`config.mk`:
```
export PLATFORM = sky130hd
export DESIGN_NAME = mem_port_arbiter_flat
export DESIGN_NICKNAME = d
export VERILOG_FILES = /design/src/rtl/mem_port_arbiter_if.sv /design/src/rtl/mem_port_arbiter.sv /design/src/flat_wrapper.sv
export SDC_FILE = /design/constraint.sdc
export NUM_CORES = 1
export LEC_CHECK = 0
export CAP_MARGIN = 20
export CORE_MARGIN = 2
export CORE_UTILIZATION = 36
export DETAILED_ROUTE_END_ITERATION = 8
export PLACE_DENSITY = 0.72
export SETUP_SLACK_MARGIN = 0.02
export SLEW_MARGIN = 20
export SYNTH_ARGS = -nofsm -noshare
export SYNTH_HDL_FRONTEND = slang
export SYNTH_SLANG_ARGS = --single-unit
```
`constraint.sdc`:
```
create_clock -name clk -period 3.62 [get_ports clk]
set_clock_uncertainty 0.1 [all_clocks]
set_input_delay 0.724 -clock clk [delete_from_list [all_inputs] [get_ports clk]]
set_output_delay 0.724 -clock clk [all_outputs]
set_load 0.1 [all_outputs]
```
`src/rtl/mem_port_arbiter_if.sv`:
```
// Handshake bundle between the cache clients, the arbiter
// and the shared single-beat memory port.
interface mem_port_arbiter_if;
    logic        ic_req;
    logic [31:0] ic_addr;
    logic        ic_grant;
    logic        ic_data_valid;
    logic        ic_last;

    logic        dc_req;
    logic        dc_we;
    logic [31:0] dc_addr;
    logic [31:0] dc_wdata;
    logic        dc_grant;
    logic        dc_data_valid;
    logic        dc_last;

    logic [31:0] rdata;

    logic        mem_req;
    logic        mem_we;
    logic [31:0] mem_addr;
    logic [31:0] mem_wdata;
    logic        mem_ack;
    logic [31:0] mem_rdata;

    modport slave (
        input  ic_req, ic_addr,
        input  dc_req, dc_we, dc_addr, dc_wdata,
        input  mem_ack, mem_rdata,
        output ic_grant, ic_data_valid, ic_last,
        output dc_grant, dc_data_valid, dc_last,
        output rdata,
        output mem_req, mem_we, mem_addr, mem_wdata
    );

    modport master (
        output ic_req, ic_addr,
        output dc_req, dc_we, dc_addr, dc_wdata,
        output mem_ack, mem_rdata,
        input  ic_grant, ic_data_valid, ic_last,
        input  dc_grant, dc_data_valid, dc_last,
        input  rdata,
        input  mem_req, mem_we, mem_addr, mem_wdata
    );
endinterface

```
`src/rtl/mem_port_arbiter.sv`:
```
// Shares one beat-oriented memory port between i-cache line
// refills and d-cache refills/stores, round-robin on contention.
module mem_port_arbiter #(
    parameter int BURST_LEN = 4
) (
    input  logic              clk,
    input  logic              rst_n,
    mem_port_arbiter_if.slave bus
);
    localparam int BW = $clog2(BURST_LEN);
    localparam logic [31:0] LINE_MASK = 32'(BURST_LEN * 4 - 1);
    localparam logic [BW-1:0] LAST_BEAT = BW'(BURST_LEN - 1);

    typedef enum logic [1:0] {
        IDLE,
        BUSY_I,
        BUSY_D
    } state_t;

    state_t        state;
    logic          last_dc;
    logic [BW-1:0] beat;
    logic          pick_dc;
    logic          final_beat;

    // dc wins unless ic also asks and dc was served last
    assign pick_dc    = bus.dc_req & ~(bus.ic_req & last_dc);
    assign final_beat = bus.mem_we | (beat == LAST_BEAT);

    always_ff @(posedge clk) begin
        if (!rst_n) begin
            state             <= IDLE;
            last_dc           <= 1'b0;
            beat              <= '0;
            bus.ic_grant      <= 1'b0;
            bus.ic_data_valid <= 1'b0;
            bus.ic_last       <= 1'b0;
            bus.dc_grant      <= 1'b0;
            bus.dc_data_valid <= 1'b0;
            bus.dc_last       <= 1'b0;
            bus.rdata         <= '0;
            bus.mem_req       <= 1'b0;
            bus.mem_we        <= 1'b0;
            bus.mem_addr      <= '0;
            bus.mem_wdata     <= '0;
        end else begin
            bus.ic_grant      <= 1'b0;
            bus.ic_data_valid <= 1'b0;
            bus.ic_last       <= 1'b0;
            bus.dc_grant      <= 1'b0;
            bus.dc_data_valid <= 1'b0;
            bus.dc_last       <= 1'b0;
            unique case (state)
                IDLE: begin
                    if (bus.ic_req | bus.dc_req) begin
                        last_dc     <= pick_dc;
                        beat        <= '0;
                        bus.mem_req <= 1'b1;
                        if (pick_dc) begin
                            state         <= BUSY_D;
                            bus.dc_grant  <= 1'b1;
                            bus.mem_we    <= bus.dc_we;
                            bus.mem_wdata <= bus.dc_wdata;
                            bus.mem_addr  <= bus.dc_we
                                ? (bus.dc_addr & ~32'h3)
                                : (bus.dc_addr & ~LINE_MASK);
                        end else begin
                            state         <= BUSY_I;
                            bus.ic_grant  <= 1'b1;
                            bus.mem_we    <= 1'b0;
                            bus.mem_wdata <= '0;
                            bus.mem_addr  <= bus.ic_addr & ~LINE_MASK;
                        end
                    end
                end
                BUSY_I, BUSY_D: begin
                    if (bus.mem_req & bus.mem_ack) begin
                        bus.rdata    <= bus.mem_rdata;
                        bus.mem_addr <= bus.mem_addr + 32'd4;
                        beat         <= beat + 1'b1;
                        if (state == BUSY_D) begin
                            bus.dc_data_valid <= 1'b1;
                            bus.dc_last       <= final_beat;
                        end else begin
                            bus.ic_data_valid <= 1'b1;
                            bus.ic_last       <= final_beat;
                        end
                        if (final_beat) begin
                            bus.mem_req <= 1'b0;
                            bus.mem_we  <= 1'b0;
                            state       <= IDLE;
                        end
                    end
                end
                default: state <= IDLE;
            endcase
        end
    end
endmodule

```
`src/flat_wrapper.sv`:
```
// flat-port wrapper written by rule: the top's interface ports become plain ports
module mem_port_arbiter_flat 
#(
    parameter int BURST_LEN = 4
)
  (clk, rst_n, bus_ic_req, bus_ic_addr, bus_dc_req, bus_dc_we, bus_dc_addr, bus_dc_wdata, bus_mem_ack, bus_mem_rdata, bus_ic_grant, bus_ic_data_valid, bus_ic_last, bus_dc_grant, bus_dc_data_valid, bus_dc_last, bus_rdata, bus_mem_req, bus_mem_we, bus_mem_addr, bus_mem_wdata);
  mem_port_arbiter_if bus_i ();
  input  logic clk;
  input  logic rst_n;
  input wire logic [$bits(bus_i.ic_req)-1:0] bus_ic_req;
  input wire logic [$bits(bus_i.ic_addr)-1:0] bus_ic_addr;
  input wire logic [$bits(bus_i.dc_req)-1:0] bus_dc_req;
  input wire logic [$bits(bus_i.dc_we)-1:0] bus_dc_we;
  input wire logic [$bits(bus_i.dc_addr)-1:0] bus_dc_addr;
  input wire logic [$bits(bus_i.dc_wdata)-1:0] bus_dc_wdata;
  input wire logic [$bits(bus_i.mem_ack)-1:0] bus_mem_ack;
  input wire logic [$bits(bus_i.mem_rdata)-1:0] bus_mem_rdata;
  output wire logic [$bits(bus_i.ic_grant)-1:0] bus_ic_grant;
  output wire logic [$bits(bus_i.ic_data_valid)-1:0] bus_ic_data_valid;
  output wire logic [$bits(bus_i.ic_last)-1:0] bus_ic_last;
  output wire logic [$bits(bus_i.dc_grant)-1:0] bus_dc_grant;
  output wire logic [$bits(bus_i.dc_data_valid)-1:0] bus_dc_data_valid;
  output wire logic [$bits(bus_i.dc_last)-1:0] bus_dc_last;
  output wire logic [$bits(bus_i.rdata)-1:0] bus_rdata;
  output wire logic [$bits(bus_i.mem_req)-1:0] bus_mem_req;
  output wire logic [$bits(bus_i.mem_we)-1:0] bus_mem_we;
  output wire logic [$bits(bus_i.mem_addr)-1:0] bus_mem_addr;
  output wire logic [$bits(bus_i.mem_wdata)-1:0] bus_mem_wdata;
  assign bus_i.ic_req = bus_ic_req;
  assign bus_i.ic_addr = bus_ic_addr;
  assign bus_i.dc_req = bus_dc_req;
  assign bus_i.dc_we = bus_dc_we;
  assign bus_i.dc_addr = bus_dc_addr;
  assign bus_i.dc_wdata = bus_dc_wdata;
  assign bus_i.mem_ack = bus_mem_ack;
  assign bus_i.mem_rdata = bus_mem_rdata;
  assign bus_ic_grant = bus_i.ic_grant;
  assign bus_ic_data_valid = bus_i.ic_data_valid;
  assign bus_ic_last = bus_i.ic_last;
  assign bus_dc_grant = bus_i.dc_grant;
  assign bus_dc_data_valid = bus_i.dc_data_valid;
  assign bus_dc_last = bus_i.dc_last;
  assign bus_rdata = bus_i.rdata;
  assign bus_mem_req = bus_i.mem_req;
  assign bus_mem_we = bus_i.mem_we;
  assign bus_mem_addr = bus_i.mem_addr;
  assign bus_mem_wdata = bus_i.mem_wdata;
  mem_port_arbiter #(.BURST_LEN(BURST_LEN)) u_core (.clk(clk), .rst_n(rst_n), .bus(bus_i));
endmodule
```
==> impl_metrics.json <==
{
  "ys_seq_elements": 107,
  "cp.required_ps": 2800,
  "yosysWarnings": 0,
  "ctsResizeCount": 0,
  "slowest_stage": "clkdlybuf4s50_1",
  "p_sw_frac": 0.498,
  "antenna_found_initial": 0,
  "yosysSeqAreaShare": 0.437,
  "drv_slew": 0,
  "p_leak_nw": 2.83,
  "async_reset_ff_frac": 0,
  "start_util": 0.369,
  "grt_overflow": 0,
  "die_area_um2": 14600,
  "setup_viol": 0,
  "crit_buf_inv": 1,
  "grt_pass1_wl_um": 25800,
  "cp_max_fo": 6,
  "drive_above_1_share": 0.0924,
  "row_count": 42,
  "startpoint_type": "flop",
  "syn_area_um2": 4900,
  "rsz0062_at_grt": "false",
  "gp_congestion": 0.882,
  "worst-setup-path-type": "reg -> out",
  "cp_top_family": "buffers and inverters",
  "cp_cell_sequence": "clkdlybuf4s50_1",
  "clockBufferDepth": 2,
  "intPower_w": 0.00264,
  "nNetsFinal": 978,
  "p_sw_w": 0.00262,
  "io_buffers": 229,
  "clockPowerShare": 0.190,
  "worst_pin_slew_ps": 1020,
  "cp-end-kind": "output pin",
  "n_antenna_cell": 0,
  "slowest_delay_ps": 1180,
  "peakVddDrop_mv": 0.283,
  "min_period_over_period": 0.762,
  "finalSetupTns_ps": 0,
  "status": "finished, final reports clean",
  "clkSinkCount": 107,
  "wirelength_um": 16400,
  "ant_nets": 0,
  "fmax_ghz": 0.363,
  "setup_ws_ps": 863,
  "min_path_type": "reg -> reg",
  "grt_max_degree": 53,
  "vias": 5403,
  "period_needed_ps": 2760,
  "grt_pass1_vias": 5186,
  "hold_violations": 0,
  "power.density_nw_per_um2": 694,
  "drt_first_pass_iters": 5,
  "core_um2": 13300,
  "place_ws_ps": 524,
  "synth-edff-count": 0,
  "clk_pin_slew_worst_paths_ps": 70,
  "die_h_um": 121,
  "synthCells": 631,
  "cp.arrival_ps": 1930,
  "pwr-share-comb": 0.508,
  "drt-vias-per-instance": 5.30,
  "area_growth_pct": 54.6,
  "synth_cell_types": 56,
  "p_seq_frac": 0.302,
  "clockRootBuffer": "clkbuf_16",
  "dpl.hpwl_um": 11700,
  "clock_latency_ps": 340,
  "track_usage": 0.220,
  "numCtsBuffers": 9,
  "htreeDepth": 3,
  "die_w_um": 121,
  "tritoncts": "built",
  "cts_setup_buffers": 0,
  "drc": 0,
  "ys.flop_type": "dfxtp_1",
  "ios": 238,
  "cap_violations": 0,
  "drtIter0Drc": 433,
  "syn_avg_cell_area_um2": 7.77,
  "hold_buffers": 0,
  "maxSlewHeadroom": 0.319,
  "wire_per_inst_um": 16.1
}
[area by class of cell]
type | count | area, um^2
clock inverters | 4 | 48.8
fillers | 1208 | 5710
flip-flops and latches | 107 | 2140
repair buffers | 243 | 2330
multi-input cells | 472 | 2560
inverters | 6 | 22.5
clock buffers | 12 | 256
well taps | 176 | 220
[flip-flops by register name, summed over array words and instances, names as in the netlist]
| register | cells |
|---|---|
| u_core.beat | 2 |
| u_core.bus.dc_data_valid | 1 |
| u_core.bus.dc_grant | 1 |
| u_core.bus.dc_last | 1 |
| u_core.bus.ic_data_valid | 1 |
| u_core.bus.ic_grant | 1 |
| u_core.bus.ic_last | 1 |
| u_core.bus.mem_addr | 30 |
| u_core.bus.mem_req | 1 |
| u_core.bus.mem_wdata | 32 |
| u_core.bus.mem_we | 1 |
| u_core.bus.rdata | 32 |
| u_core.last_dc | 1 |
| u_core.state | 2 |
[metal layers]
layer	global-route usage	vias to the layer above	routed length, um
li1	-	2629	-
met1	0.262	2516	6560
met2	0.378	229	8070
met3	0.0675	29	1420
met4	0.0669	0	340
met5	0	-	0
[path summary, 6_finish.rpt]
check	startpoint	to	slack, ps	cells past startpoint
setup / recovery	u_core.bus.mem_addr[10]	bus_mem_addr[10]	860	1
hold reg to reg	u_core.bus.rdata[15]	u_core.bus.rdata[15]	350	2
setup reg to reg	u_core.state[1]	u_core.bus.dc_last	930	8
hold / removal	u_core.bus.rdata[15]	u_core.bus.rdata[15]	350	2
[placed cells by master, fill, tap and decap left out, types with 11 or more instances in the layout]
| cell | synthesis | final |
|---|---|---|
| nand2_1 | 136 | 136 |
| buf_4 | 3 | 40 |
| a22oi_1 | 34 | 34 |
| dfxtp_1 | 107 | 107 |
| clkdlybuf4s50_1 | 0 | 203 |
| a21oi_1 | 72 | 72 |
| nor3_1 | 12 | 11 |
| nand3_1 | 18 | 18 |
| o21ai_0 | 18 | 18 |
| nand4_1 | 11 | 11 |
| nor2_1 | 69 | 68 |
[power by group through the flow]
stage	logic, W	clock network [W]	registers, W
floorplan	0.000741	0	0.00282
global placement	0.00263	0	0.00159
detailed placement	0.00266	0	0.00160
CTS	0.00267	0.00102	0.00158
global route	0.00281	0.00108	0.00162
finish	0.00267	0.000999	0.00159
[synth_stat cells, types with 4 or more instances]
cell type | number | area (um^2)
clkbuf_1 | 31 | 116
dfxtp_1 | 107 | 2140
a21oi_1 | 72 | 360
a31oi_1 | 7 | 43.8
mux2i_1 | 9 | 90.1
and3_1 | 9 | 56.3
o21ai_0 | 18 | 90.1
a311oi_1 | 4 | 35.0
and2_1 | 5 | 31.3
a22oi_1 | 34 | 255
nand4_1 | 11 | 68.8
inv_1 | 6 | 22.5
nand3_1 | 18 | 90.1
o221a_2 | 4 | 45.0
a211oi_1 | 4 | 30.0
nor3_1 | 12 | 60.1
nor2_1 | 69 | 259
and4_1 | 4 | 35.0
nand2_1 | 136 | 510
o22ai_1 | 4 | 25.0
buf_2 | 10 | 50.1
ha_1 | 5 | 62.6
[cell families (layout without fill, tap and decap cells)]
family                   after synthesis  in the layout  share of synthesized area
other                                  1              2                   0.000765
flip-flops                           107            107                      0.437
AND/OR/NAND/NOR                      288            288                      0.268
buffers and inverters                 53            265                     0.0454
AO/OA/AOI/OAI                        167            167                      0.216
adder cells (fa/ha/maj)                5              5                     0.0128
multiplexers                          10             10                     0.0207
[stage by stage]
step / util / hold WS (ps) / cells / power (W) / instance area [um^2]
after floorplan: - / 336 / 632 / 0.00356 / 4910
after global placement: 0.547 / 342 / 1004 / 0.00422 / 7270
after detailed placement: 0.547 / 347 / 1004 / 0.00427 / 7270
after CTS: 0.570 / 356 / 1020 / 0.00527 / 7580
after global routing: 0.570 / 370 / 1020 / 0.00551 / 7580
final: 0.570 / 353 / 1020 / 0.00526 / 7580
No activity file was read; power rests on OpenSTA's default activity.
